$ cat config.mk
export PLATFORM = sky130hd
export DESIGN_NAME = clock_ctrl_flat
export DESIGN_NICKNAME = d
export VERILOG_FILES = /design/src/rtl/clock_ctrl_if.sv /design/src/rtl/clock_ctrl.sv /design/src/flat_wrapper.sv
export SDC_FILE = /design/constraint.sdc
export NUM_CORES = 1
export LEC_CHECK = 0
export CAP_MARGIN = 20
export CORE_MARGIN = 5
export CORE_UTILIZATION = 50
export DETAILED_ROUTE_END_ITERATION = 10
export PLACE_DENSITY_LB_ADDON = 0.25
export REMOVE_ABC_BUFFERS = 1
export SYNTH_ARGS = -nofsm -noshare
export SYNTH_HDL_FRONTEND = slang
export SYNTH_SLANG_ARGS = --single-unit
$ cat constraint.sdc
create_clock -name clk -period 3.9 [get_ports clk]
set_clock_uncertainty 0.15 [all_clocks]
set_input_delay 0.78 -clock clk [delete_from_list [all_inputs] [get_ports clk]]
set_output_delay 0.78 -clock clk [all_outputs]
set_load 0.005 [all_outputs]
$ cat src/rtl/clock_ctrl_if.sv
// Button inputs and six-digit display / status outputs of the timekeeping controller.
// The driver side (buttons) is the master; the controller side is the slave.
interface clock_ctrl_if;
    logic       btn_mode;
    logic       btn_inc;
    logic [3:0] sec_lo;
    logic [3:0] sec_hi;
    logic [3:0] min_lo;
    logic [3:0] min_hi;
    logic [3:0] hour_lo;
    logic [3:0] hour_hi;
    logic [1:0] mode;
    logic       tick;

    modport master (
        output btn_mode, btn_inc,
        input  sec_lo, sec_hi, min_lo, min_hi, hour_lo, hour_hi, mode, tick
    );

    modport slave (
        input  btn_mode, btn_inc,
        output sec_lo, sec_hi, min_lo, min_hi, hour_lo, hour_hi, mode, tick
    );
endinterface

$ cat src/rtl/clock_ctrl.sv
// BCD HH:MM:SS clock with 1 Hz prescaler, button set mode and blinking of the field being set.
// Latency: digits change the cycle after the updating edge; no backpressure, buttons are edge-detected levels.
module clock_ctrl #(
    parameter int TICK_DIV  = 50_000_000,
    parameter int BLINK_DIV = 25_000_000
) (
    input  logic         clk,
    input  logic         rst_n,
    clock_ctrl_if.slave  io_bus
);
    localparam int PW = $clog2(TICK_DIV);
    localparam int BW = (BLINK_DIV > 1) ? $clog2(BLINK_DIV) : 1;
    localparam logic [PW-1:0] P_MAX = PW'(TICK_DIV - 1);
    localparam logic [BW-1:0] B_MAX = BW'(BLINK_DIV - 1);

    typedef enum logic [1:0] {RUN = 2'd0, SET_H = 2'd1, SET_M = 2'd2, SET_S = 2'd3} state_t;

    state_t          r_state, w_state_nxt;
    logic            r_btn_mode_q, r_btn_inc_q;
    logic [PW-1:0]   r_presc;
    logic [BW-1:0]   r_blink_cnt;
    logic            r_phase;
    logic [3:0]      r_s0, r_s1, r_m0, r_m1, r_h0, r_h1;
    logic [3:0]      w_s0, w_s1, w_m0, w_m1, w_h0, w_h1;
    logic            w_press_mode, w_press_inc, w_tick;
    logic [8:0]      w_sec_inc, w_min_inc;
    logic [7:0]      w_hr_inc;

    // Returns {wrapped, hi, lo} for a 00..59 BCD field.
    function automatic logic [8:0] inc59(input logic [3:0] hi, input logic [3:0] lo);
        if (lo != 4'd9)      return {1'b0, hi, lo + 4'd1};
        else if (hi != 4'd5) return {1'b0, hi + 4'd1, 4'd0};
        else                 return 9'd0 | 9'h100;
    endfunction

    function automatic logic [7:0] inc23(input logic [3:0] hi, input logic [3:0] lo);
        if (hi == 4'd2 && lo == 4'd3) return 8'h00;
        else if (lo == 4'd9)          return {hi + 4'd1, 4'd0};
        else                          return {hi, lo + 4'd1};
    endfunction

    assign w_press_mode = io_bus.btn_mode & ~r_btn_mode_q;
    assign w_press_inc  = io_bus.btn_inc  & ~r_btn_inc_q;
    assign w_tick       = (r_state == RUN) && (r_presc == P_MAX);
    assign w_sec_inc    = inc59(r_s1, r_s0);
    assign w_min_inc    = inc59(r_m1, r_m0);
    assign w_hr_inc     = inc23(r_h1, r_h0);

    always_comb begin
        w_state_nxt = r_state;
        w_s0 = r_s0; w_s1 = r_s1;
        w_m0 = r_m0; w_m1 = r_m1;
        w_h0 = r_h0; w_h1 = r_h1;
        if (w_press_mode)
            w_state_nxt = state_t'(r_state + 2'd1);
        // Carries ripple only on a run tick; set-mode increments stay inside their field.
        if (w_tick) begin
            {w_s1, w_s0} = w_sec_inc[7:0];
            if (w_sec_inc[8]) begin
                {w_m1, w_m0} = w_min_inc[7:0];
                if (w_min_inc[8])
                    {w_h1, w_h0} = w_hr_inc;
            end
        end else if (w_press_inc && !w_press_mode) begin
            case (r_state)
                SET_H:   {w_h1, w_h0} = w_hr_inc;
                SET_M:   {w_m1, w_m0} = w_min_inc[7:0];
                SET_S:   {w_s1, w_s0} = w_sec_inc[7:0];
                default: ;
            endcase
        end
    end

    always_ff @(posedge clk or negedge rst_n) begin
        if (!rst_n) begin
            r_state      <= RUN;
            r_btn_mode_q <= 1'b0;
            r_btn_inc_q  <= 1'b0;
            r_presc      <= '0;
            r_blink_cnt  <= '0;
            r_phase      <= 1'b0;
            r_s0 <= 4'd0; r_s1 <= 4'd0;
            r_m0 <= 4'd0; r_m1 <= 4'd0;
            r_h0 <= 4'd0; r_h1 <= 4'd0;
        end else begin
            r_state      <= w_state_nxt;
            r_btn_mode_q <= io_bus.btn_mode;
            r_btn_inc_q  <= io_bus.btn_inc;
            if (r_state != RUN || w_press_mode || r_presc == P_MAX)
                r_presc <= '0;
            else
                r_presc <= r_presc + 1'b1;
            if (r_blink_cnt == B_MAX) begin
                r_blink_cnt <= '0;
                r_phase     <= ~r_phase;
            end else begin
                r_blink_cnt <= r_blink_cnt + 1'b1;
            end
            r_s0 <= w_s0; r_s1 <= w_s1;
            r_m0 <= w_m0; r_m1 <= w_m1;
            r_h0 <= w_h0; r_h1 <= w_h1;
        end
    end

    logic w_blank_h, w_blank_m, w_blank_s;
    assign w_blank_h = r_phase && (r_state == SET_H);
    assign w_blank_m = r_phase && (r_state == SET_M);
    assign w_blank_s = r_phase && (r_state == SET_S);

    assign io_bus.hour_hi = w_blank_h ? 4'hF : r_h1;
    assign io_bus.hour_lo = w_blank_h ? 4'hF : r_h0;
    assign io_bus.min_hi  = w_blank_m ? 4'hF : r_m1;
    assign io_bus.min_lo  = w_blank_m ? 4'hF : r_m0;
    assign io_bus.sec_hi  = w_blank_s ? 4'hF : r_s1;
    assign io_bus.sec_lo  = w_blank_s ? 4'hF : r_s0;
    assign io_bus.mode    = r_state;
    assign io_bus.tick    = w_tick;
endmodule

$ cat src/flat_wrapper.sv
// flat-port wrapper written by rule: the top's interface ports become plain ports
module clock_ctrl_flat 
#(
    parameter int TICK_DIV  = 50_000_000,
    parameter int BLINK_DIV = 25_000_000
)
  (clk, rst_n, io_bus_btn_mode, io_bus_btn_inc, io_bus_sec_lo, io_bus_sec_hi, io_bus_min_lo, io_bus_min_hi, io_bus_hour_lo, io_bus_hour_hi, io_bus_mode, io_bus_tick);
  clock_ctrl_if io_bus_i ();
  input  logic clk;
  input  logic rst_n;
  input wire logic [$bits(io_bus_i.btn_mode)-1:0] io_bus_btn_mode;
  input wire logic [$bits(io_bus_i.btn_inc)-1:0] io_bus_btn_inc;
  output wire logic [$bits(io_bus_i.sec_lo)-1:0] io_bus_sec_lo;
  output wire logic [$bits(io_bus_i.sec_hi)-1:0] io_bus_sec_hi;
  output wire logic [$bits(io_bus_i.min_lo)-1:0] io_bus_min_lo;
  output wire logic [$bits(io_bus_i.min_hi)-1:0] io_bus_min_hi;
  output wire logic [$bits(io_bus_i.hour_lo)-1:0] io_bus_hour_lo;
  output wire logic [$bits(io_bus_i.hour_hi)-1:0] io_bus_hour_hi;
  output wire logic [$bits(io_bus_i.mode)-1:0] io_bus_mode;
  output wire logic [$bits(io_bus_i.tick)-1:0] io_bus_tick;
  assign io_bus_i.btn_mode = io_bus_btn_mode;
  assign io_bus_i.btn_inc = io_bus_btn_inc;
  assign io_bus_sec_lo = io_bus_i.sec_lo;
  assign io_bus_sec_hi = io_bus_i.sec_hi;
  assign io_bus_min_lo = io_bus_i.min_lo;
  assign io_bus_min_hi = io_bus_i.min_hi;
  assign io_bus_hour_lo = io_bus_i.hour_lo;
  assign io_bus_hour_hi = io_bus_i.hour_hi;
  assign io_bus_mode = io_bus_i.mode;
  assign io_bus_tick = io_bus_i.tick;
  clock_ctrl #(.TICK_DIV(TICK_DIV), .BLINK_DIV(BLINK_DIV)) u_core (.clk(clk), .rst_n(rst_n), .io_bus(io_bus_i));
endmodule
=== After elaboration in Yosys (flattened, before gate mapping) ===
Cells that the tools add are included.

* Register bits: 80
* Input port bits: 4
* Output and inout port bits: 27

* Add/sub/neg operators: 9
* Eq/ne operators: 14
* Multiplexer cells: 38
* Bitwise gates (word level): 5
* Reductions and logical operators: 18

{| class="wikitable"
|+ Operators by type and width
! cell !! count
|-
| 2-to-1 mux 4 bit || 30
|-
| 2-to-1 mux 9 bit || 4
|-
| adder 26 x 1 -> 26 bit (second input constant) || 1
|-
| equality test 26 bit (second input constant) || 1
|-
| 2-to-1 mux 26 bit || 1
|-
| adder 25 x 1 -> 25 bit (second input constant) || 1
|-
| equality test 25 bit (second input constant) || 1
|-
| 2-to-1 mux 25 bit || 1
|-
| adder 4 x 1 -> 4 bit (second input constant) || 6
|-
| 2-to-1 mux 8 bit || 2
|-
| nonzero test 2 bit || 5
|-
| equality test 4 x 2 -> 1 bit (second input constant) || 2
|-
| inequality test 4 x 3 -> 1 bit (second input constant) || 2
|-
| inequality test 4 bit (second input constant) || 2
|-
| logical AND 1 bit || 6
|-
| equality test 2 bit (second input constant) || 2
|-
| equality test 4 bit (second input constant) || 1
|-
| inequality test 2 x 1 -> 1 bit (second input constant) || 2
|-
| AND reduction 4 bit || 1
|-
| NOT 1 bit || 3
|-
| AND reduction 3 bit || 1
|-
| adder 2 x 1 -> 2 bit (second input constant) || 1
|-
| bitwise AND 1 bit || 2
|-
| equality test 2 x 1 -> 1 bit (second input constant) || 1
|-
| other kinds (4) || 5
|}

=== Depth between registers and ports, before layout ===
Gate-level depths: netlist of run 1.

* Word-level depth: 6
* Depth in mapped cells: 9
* Mapped depth without buffers: 7

=== Worst setup path before layout of run 1 ===
OpenSTA, ideal clock, no wires.

* Path kind: reg-to-reg
* Start: register u_core.r_presc[11]
* End: register u_core.r_h0[3]
* Arrival: 2.317 ns
* Data required time: 3.681 ns
* Path slack: 1.364 ns
* Stages on the path, launching flop included: 8
* Cells stage by stage: dfrtp_1 > nor4b_2 > nand3_1 > or4_1 > buf_6 > mux2_4 > or4b_1 > nand3_1

* Cells in the longest elaborated chain, start to end: 4
* Elaborated cells on any way between the ends: 8

{| class="wikitable"
|+ Ends and longest elaborated chain
! what !! line !! RTL
|-
| start, declared || clock_ctrl.sv:20 || <nowiki>logic [PW-1:0] r_presc;</nowiki>
|-
| start signal, assigned || clock_ctrl.sv:92 || <nowiki>r_presc <= r_presc + 1'b1;</nowiki>
|-
| equality test 26 bit * || clock_ctrl.sv:44 || <nowiki>assign w_tick = (r_state == RUN) && (r_presc == P_MAX);</nowiki>
|-
| logical AND 1 bit * || clock_ctrl.sv:44 ||
|-
| inequality test 2 x 1 -> 1 bit (no source line) / nonzero test 2 bit (equally long branches) || n/a ||
|-
| AND reduction 4 bit (no source line) || n/a ||
|-
| end signal, assigned || clock_ctrl.sv:101 || <nowiki>r_h0 <= w_h0; r_h1 <= w_h1;</nowiki>
|-
| end, declared || clock_ctrl.sv:23 || <nowiki>logic [3:0] r_s0, r_s1, r_m0, r_m1, r_h0, r_h1;</nowiki>
|}

Every way passes the cells marked *; elsewhere a longest branch is shown, timed or not.
A chain may end at the register's enable or synchronous reset.

=== Worst setup path in the final report of run 1 ===
* Start: register u_core.r_presc[18]
* End: output io_bus_tick

* Cells in the longest elaborated chain, start to end: 2

{| class="wikitable"
|+ Ends and longest elaborated chain
! what !! line !! RTL
|-
| equality test 26 bit || clock_ctrl.sv:44 ||
|-
| logical AND 1 bit || clock_ctrl.sv:44 ||
|-
| end, declared || flat_wrapper.sv:20 || <nowiki>output wire logic [$bits(io_bus_i.tick)-1:0] io_bus_tick;</nowiki>
|}

No other way between the ends.

==> results of run 1 <==
[area by class of cell]
class / count / area [sq um] / area share
flip-flops and latches: 80 / 2000 / 0.423
clock buffers: 10 / 128 / 0.0270
multi-input cells: 323 / 2050 / 0.432
inverters: 11 / 41.3 / 0.00873
clock inverters: 5 / 58.8 / 0.0124
well taps: 105 / 131 / 0.0278
repair buffers: 31 / 325 / 0.0687
[power groups by stage]
| stage | Clock (uW) | Combinational, uW | Sequential, uW |
|---|---|---|---|
| after detailed placement | 0 | 585 | 1090 |
| final | 593 | 579 | 1070 |
| after global routing | 649 | 661 | 1100 |
| after CTS | 615 | 589 | 1070 |
| after global placement | 0 | 576 | 1080 |
| after floorplan | 0 | 318 | 1050 |
[kinds of logic (layout without fill, tap and decap cells)]
family          Yosys count  count (layout)
simple gates            227             227
flops                    80              80
xor+xnor                 56              56
compound gates           23              23
buf+inv                  17              57
fa+ha+maj                10              10
mux                       7               7
[state kept, by name (all words and copies together) (netlist names)]
name	flops
u_core.r_presc	26
u_core.r_btn_inc_q	1
u_core.r_m0	4
u_core.r_s1	4
u_core.io_bus.mode	2
u_core.r_btn_mode_q	1
u_core.r_blink_cnt	25
u_core.r_phase	1
u_core.r_h0	4
u_core.r_m1	4
u_core.r_h1	4
u_core.r_s0	4
[worst max-delay path: stages (launching register included)]
cell and delay, ns:
dfrtp_1 0.45, nor4b_1 0.34, nand3_1 0.12, nor4_1 0.32, clkdlybuf4s50_1 0.56
[final timing paths]
| path | start | end | slack (ns) | cells past startpoint |
|---|---|---|---|---|
| max reg2reg | u_core.r_presc[11]$_DFF_PN0_ | u_core.r_h0[3]$_DFFE_PN0P_ | 1.09 | 6 |
| max in group asynchronous | rst_n | u_core.r_presc[0]$_DFF_PN0_ | 2.85 | 2 |
| min reg2reg | u_core.r_blink_cnt[4]$_DFF_PN0_ | u_core.r_blink_cnt[4]$_DFF_PN0_ | 0.33 | 1 |
| min | rst_n | u_core.r_h1[3]$_DFFE_PN0P_ | 0.16 | 1 |
| min in group clk | u_core.r_blink_cnt[4]$_DFF_PN0_ | u_core.r_blink_cnt[4]$_DFF_PN0_ | 0.33 | 1 |
| max | u_core.r_presc[18]$_DFF_PN0_ | io_bus_tick | 0.84 | 4 |
[cells in the mapped netlist (all sizes together), types with 4 or more instances]
cell     n  area [sq um]
dfrtp   80          2000
nor2    57           214
nand2   46           173
xor2    35           307
nand3   30           150
nand2b  24           150
xnor2   21           184
and3    12          75.1
nand4   12          75.1
o21ai   12          60.1
inv     11          41.3
ha      10           125
and4     6          52.6
clkbuf   5          18.8
nand3b   5          37.5
nor3     5          25.0
mux2i    4          52.6
nand4b   4          35.0
nor2b    4          25.0
[stage by stage]
| stage | setup slack (ns) | power, uW | cell area [sq um] | cells |
|---|---|---|---|---|
| floorplan | 1.27 | 1370 | 4090 | 414 |
| global placement | 1.10 | 1660 | 4520 | 549 |
| detailed placement | 1.05 | 1670 | 4520 | 549 |
| CTS | 0.793 | 2280 | 4700 | 564 |
| global route | 0.706 | 2410 | 4730 | 565 |
| finish | 0.836 | 2250 | 4730 | 565 |
[per-layer routing]
layer  wire, um  GRT usage
met2       3520      0.262
met3        341     0.0388
met1       3770      0.238
met5          0          0
met4         90     0.0642
==> results.md, run 1 <==
- Outcome: complete, no violations
- First-pass GRT wire length: 13900 um
- Clock share of power: 0.264
- Primary FF master, synth: dfrtp_1
- TNS Setup: 0 ns
- Worst Hold Slack: 0.163 ns
- H-tree depth: 3
- Syn Inst Count: 420
- Largest family of logic cells by synthesized area: simple AND/OR/NAND/NOR gates
- Rows: 33
- CORE AREA: 0.00813 sq mm
- Initial antenna violation count: 0
- Flops & latches, synth: 80
- Die width: 101 um
- Aggregate routed wire length: 7730 um
- Net Sw Frac: 0.309
- Routed via count: 2994
- Crit path DAT: 2.13 ns
- Post-detail-place hpwl: 5270 um
- # setup viols final: 0
- Initial drt markers: 123
- # hold bufs at CTS: 0
- Power per cell area: 475 mW/mm^2
- N_diodes: 0
- Largest net degree at the start of global routing: 81
- All-Layer GR Usage: 0.171
- Seq pwr share: 0.478
- Crit-path max FO: 5
- Post-cts repair resize count: 0
- Setup Fix Bufs, Post-CTS: 0
- Max Cap Viol: 0
- F_max: 326 MHz
- Yosys cell types: 42
- Hold Path Class: in2async
- Clk sinks: 80
- Crit start category: flop
- DIE AREA: 0.0102 sq mm
- Number of I/O pins: 31
- Gr ovfl total: 0
- Fin crit share: 0.786
- CTS Root Cell: clkbuf_8
- Post-DR wirelength/cell: 13.7 um
- Fraction of layout cells with a size suffix above 1: 0.0500
- Max clock buf depth: 2
- Final ANT Viol Nets: 0
- TritonCTS clock tree: built
- Total CTS buffers: 9
- Post-synthesis mux area share: 0.0219
- Fin. max-slew vios: 0
- Slew HR: 0.309
- Synth Warn #: 0
- WS Path Type: reg2out
- # DRC: 0
- # port buffers: 30
- Number of synthesized flops with an enable pin: 0
- Synth Area in Adders: 0.0304
- Compound-Gate Fraction of Synth Area: 0.0337
- Comb pwr share: 0.258
- Internal: 1550 uW
- Async S/R FF share, synth: 1.00
- Gpl congestion: 0.795
- Via density: 5.30
- Fill cell count: 726
- Crit path required time: 2.97 ns
- Starting Density: 0.506
- Clock latency at the later pin of the worst-skew pair: 0.35 ns
- CTS clk-pin slew, worst paths: 0.08 ns
- Min Tclk post-route: 3.06 ns
- Seq/Total Area, Yosys: 0.486
- RSZ-0062 raised after global routing: no
- Peak VDD IR: 168 uV
- Crit path capture type: primary output
- Final core utilization: 0.582
- Vias in the first global route: 2945
- Worst-Margin Slew: 1.03 ns
- Area growth from synthesis to layout: 14.9%
- Synth Cell Area: 0.00412 sq mm
- Post-synthesis area per instance: 9.81 sq um
- XOR/XNOR share of the synthesized area: 0.119
- P_leak: 0.00208 uW
- Die Y: 101 um
- DR pass1 iterations: 4
- Psw: 694 uW
- Hold Fails Final Rpt: 0
- Most frequent cells in the layout: dfrtp_1, nor2_1, nand2_1
- NumNets Final: 470
- Commonest non-fill, non-tap cell in the layout: dfrtp_1
- Simple-gate portion of the synthesized area: 0.292
No activity file was read; power rests on OpenSTA's default activity.
==> run 2, diff against run 1 <==
==> constraint.sdc (replaced) <==
create_clock -name clk -period 3.2 [get_ports clk]
set_clock_uncertainty 0.15 [all_clocks]
set_input_delay 0.64 -clock clk [delete_from_list [all_inputs] [get_ports clk]]
set_output_delay 0.64 -clock clk [all_outputs]
set_load 0.005 [all_outputs]
==> run 2 against run 1 <==
Routed wire length fell by 1.4%. Core utilization increased by 0.32 points. Non-clock buffer count is 3 higher. Combinational power rose by 24%. Sequential power grew 22%. Worst setup slack worse by 0.59 ns. Hold slack improved by 0.16 ns. Global-route usage is 0.33 points lower. Via count up 2.0%.
==> results.md, run 2 (synthesis gave the netlist of run 1 again) <==
- Clock share of power: 0.258 (-0.006)
- Crit path required time: 2.41 ns (-0.56 ns)
- # port buffers: 30 (unchanged)
- H-tree depth: 3 (unchanged)
- Gpl congestion: 0.786 (-1.1%)
- RSZ-0062 raised after global routing: no
- Rows: 33 (unchanged)
- Initial antenna violation count: 0 (unchanged)
- Post-cts repair resize count: 0 (unchanged)
- Outcome: complete, no violations
- Area growth from synthesis to layout: 15.5%
- All-Layer GR Usage: 0.168 (-0.00333)
- CTS Root Cell: clkbuf_8
- Net Sw Frac: 0.320 (+0.0109)
- Overall power: 2730 uW (+21%)
- Commonest non-fill, non-tap cell in the layout: dfrtp_1
- Internal: 1850 uW (+20%)
- Top Family by Delay on Critical Path: simple AND/OR/NAND/NOR gates
- WS Path Type: reg2out
- Most frequent cells in the layout: dfrtp_1, nor2_1, nand2_1
- Crit-path max FO: 6 (+1)
- Largest reg by FF count: u_core.r_presc
- TNS Setup: 0 ns (unchanged)
- Comb pwr share: 0.263 (+0.005)
- Crit start category: flop
- Max reg flops: 26 (unchanged)
- DIE AREA: 0.0102 sq mm (unchanged)
- Total CTS buffers: 9 (unchanged)
- P_leak: 0.00210 uW (+0.75%)
- Largest net degree at the start of global routing: 81 (unchanged)
- Routed via count: 3054 (+2.0%)
- Hold Path Class: reg2reg
- Psw: 873 uW (+26%)
- Crit path DAT: 2.17 ns (+0.04 ns)
- Worst path buffer plus inverter count: 1 (unchanged)
- Aggregate routed wire length: 7620 um (-1.4%)
- # hold bufs at CTS: 0 (unchanged)
- Die width: 101 um (unchanged)
- # setup viols final: 0 (unchanged)
- Clock latency at the later pin of the worst-skew pair: 0.36 ns (about the same)
- First-pass GRT wire length: 13800 um (-1.3%)
- Die Y: 101 um (unchanged)
- Final core utilization: 0.585 (+0.00323)
- Clk sinks: 80 (unchanged)
- F_max: 338 MHz
- CTS clk-pin slew, worst paths: 0.10 ns (+0.02 ns)
- CP Cell Sequence: nor4_1 > nand3_1 > nor4_1 > clkdlybuf4s50_1
- N_diodes: 0 (unchanged)
- Fin. max-slew vios: 0 (unchanged)
- NumNets Final: 473 (+0.64%)
- Gr ovfl total: 0 (unchanged)
- Hold Fails Final Rpt: 0 (unchanged)
- Dpl ws: 0.416 ns (-0.635 ns)
- Power per cell area: 573 mW/mm^2 (+21%)
- Min Tclk post-route: 2.96 ns
- R2R Setup Slk: 0.43 ns (-0.66 ns)
- DR pass1 iterations: 5 (+1)
- Post-detail-place hpwl: 5360 um (+1.8%)
- Crit path capture type: primary output
- Final worst slack: 0.242 ns (-0.594 ns)
- Worst-Margin Slew: 0.675 ns (-0.357 ns)
- # DRC: 0 (unchanged)
- Peak VDD IR: 229 uV (+36%)
- Initial drt markers: 169 (+37%)
- Starting Density: 0.506 (unchanged)
- Final ANT Viol Nets: 0 (unchanged)
- Seq pwr share: 0.479 (about the same)
- Slowest stage delay, CP: 0.56 ns (about the same)
- Max clock buf depth: 2 (unchanged)
- CORE AREA: 0.00813 sq mm (unchanged)
- Fin crit share: 0.924
- Setup Fix Bufs, Post-CTS: 0 (unchanged)
- Vias in the first global route: 2970 (+0.85%)
- Slew HR: 0.547 (+0.237)
- Via density: 5.37 (+1.3%)
- Slowest CP cell: clkdlybuf4s50_1
- Post-DR wirelength/cell: 13.4 um (-2.1%)
- Max Cap Viol: 0 (unchanged)
- Cell mode on critical path: nor4_1
- TritonCTS clock tree: built
- Number of I/O pins: 31 (unchanged)
- Leading registers by flop count: u_core.r_presc x26, u_core.r_blink_cnt x25
- Fraction of layout cells with a size suffix above 1: 0.0582 (+0.00819)
run 2: cell types whose count changed in the layout (fill, tap and decap cells not counted):
cell	previous run	this run
bufinv_16	1	0
clkbuf_1	1	0
dlygate4sd3_1	0	1
buf_4	1	3
clkinv_2	1	0
inv_6	0	3
clkbuf_8	9	10
run 2: cell type report:
class,count,area [sq um]
Clock inverter,6,50.0
Inverter,11,41.3
Clock buffer,10,138
Tap cell,105,131
Timing Repair Buffer,34,350
Fill cell,706,3380
Sequential cell,80,2000
Multi-Input combinational cell,323,2050
run 2: per-layer routing:
metal / part of all wire / track usage
met4: 0.016 / 0.0746
met2: 0.45 / 0.260
met3: 0.035 / 0.0311
met1: 0.50 / 0.230
met5: 0 / 0
run 2: power by group through the flow:
| stage | clock network (uW) | registers [uW] | logic, uW |
|---|---|---|---|
| after floorplan | 0 | 1280 | 387 |
| after global placement | 0 | 1320 | 709 |
| after detailed placement | 0 | 1330 | 720 |
| after CTS | 726 | 1300 | 727 |
| after global routing | 773 | 1340 | 820 |
| final | 704 | 1310 | 717 |
run 2: path summary, 6_finish.rpt:
check | from | end | depth (start not counted)
setup reg to reg | u_core.r_presc[11]$_DFF_PN0_ | u_core.r_h0[3]$_DFFE_PN0P_ | 6
setup / recovery | u_core.r_presc[10]$_DFF_PN0_ | io_bus_tick | 4
hold reg to reg | u_core.r_blink_cnt[4]$_DFF_PN0_ | u_core.r_blink_cnt[4]$_DFF_PN0_ | 1
max in group asynchronous | rst_n | u_core.r_blink_cnt[19]$_DFF_PN0_ | 3
hold / removal | u_core.r_blink_cnt[4]$_DFF_PN0_ | u_core.r_blink_cnt[4]$_DFF_PN0_ | 1
min in group asynchronous | rst_n | u_core.r_h1[3]$_DFFE_PN0P_ | 2
run 2: stage by stage:
step,hold WS [ns],instances,area [sq um]
3_3_place_gp,0.309,551,4530
6_report,0.323,569,4760
4_1_cts,0.326,567,4720
5_1_grt,0.357,569,4760
2_1_floorplan,0.194,414,4090
3_5_place_dp,0.308,551,4530
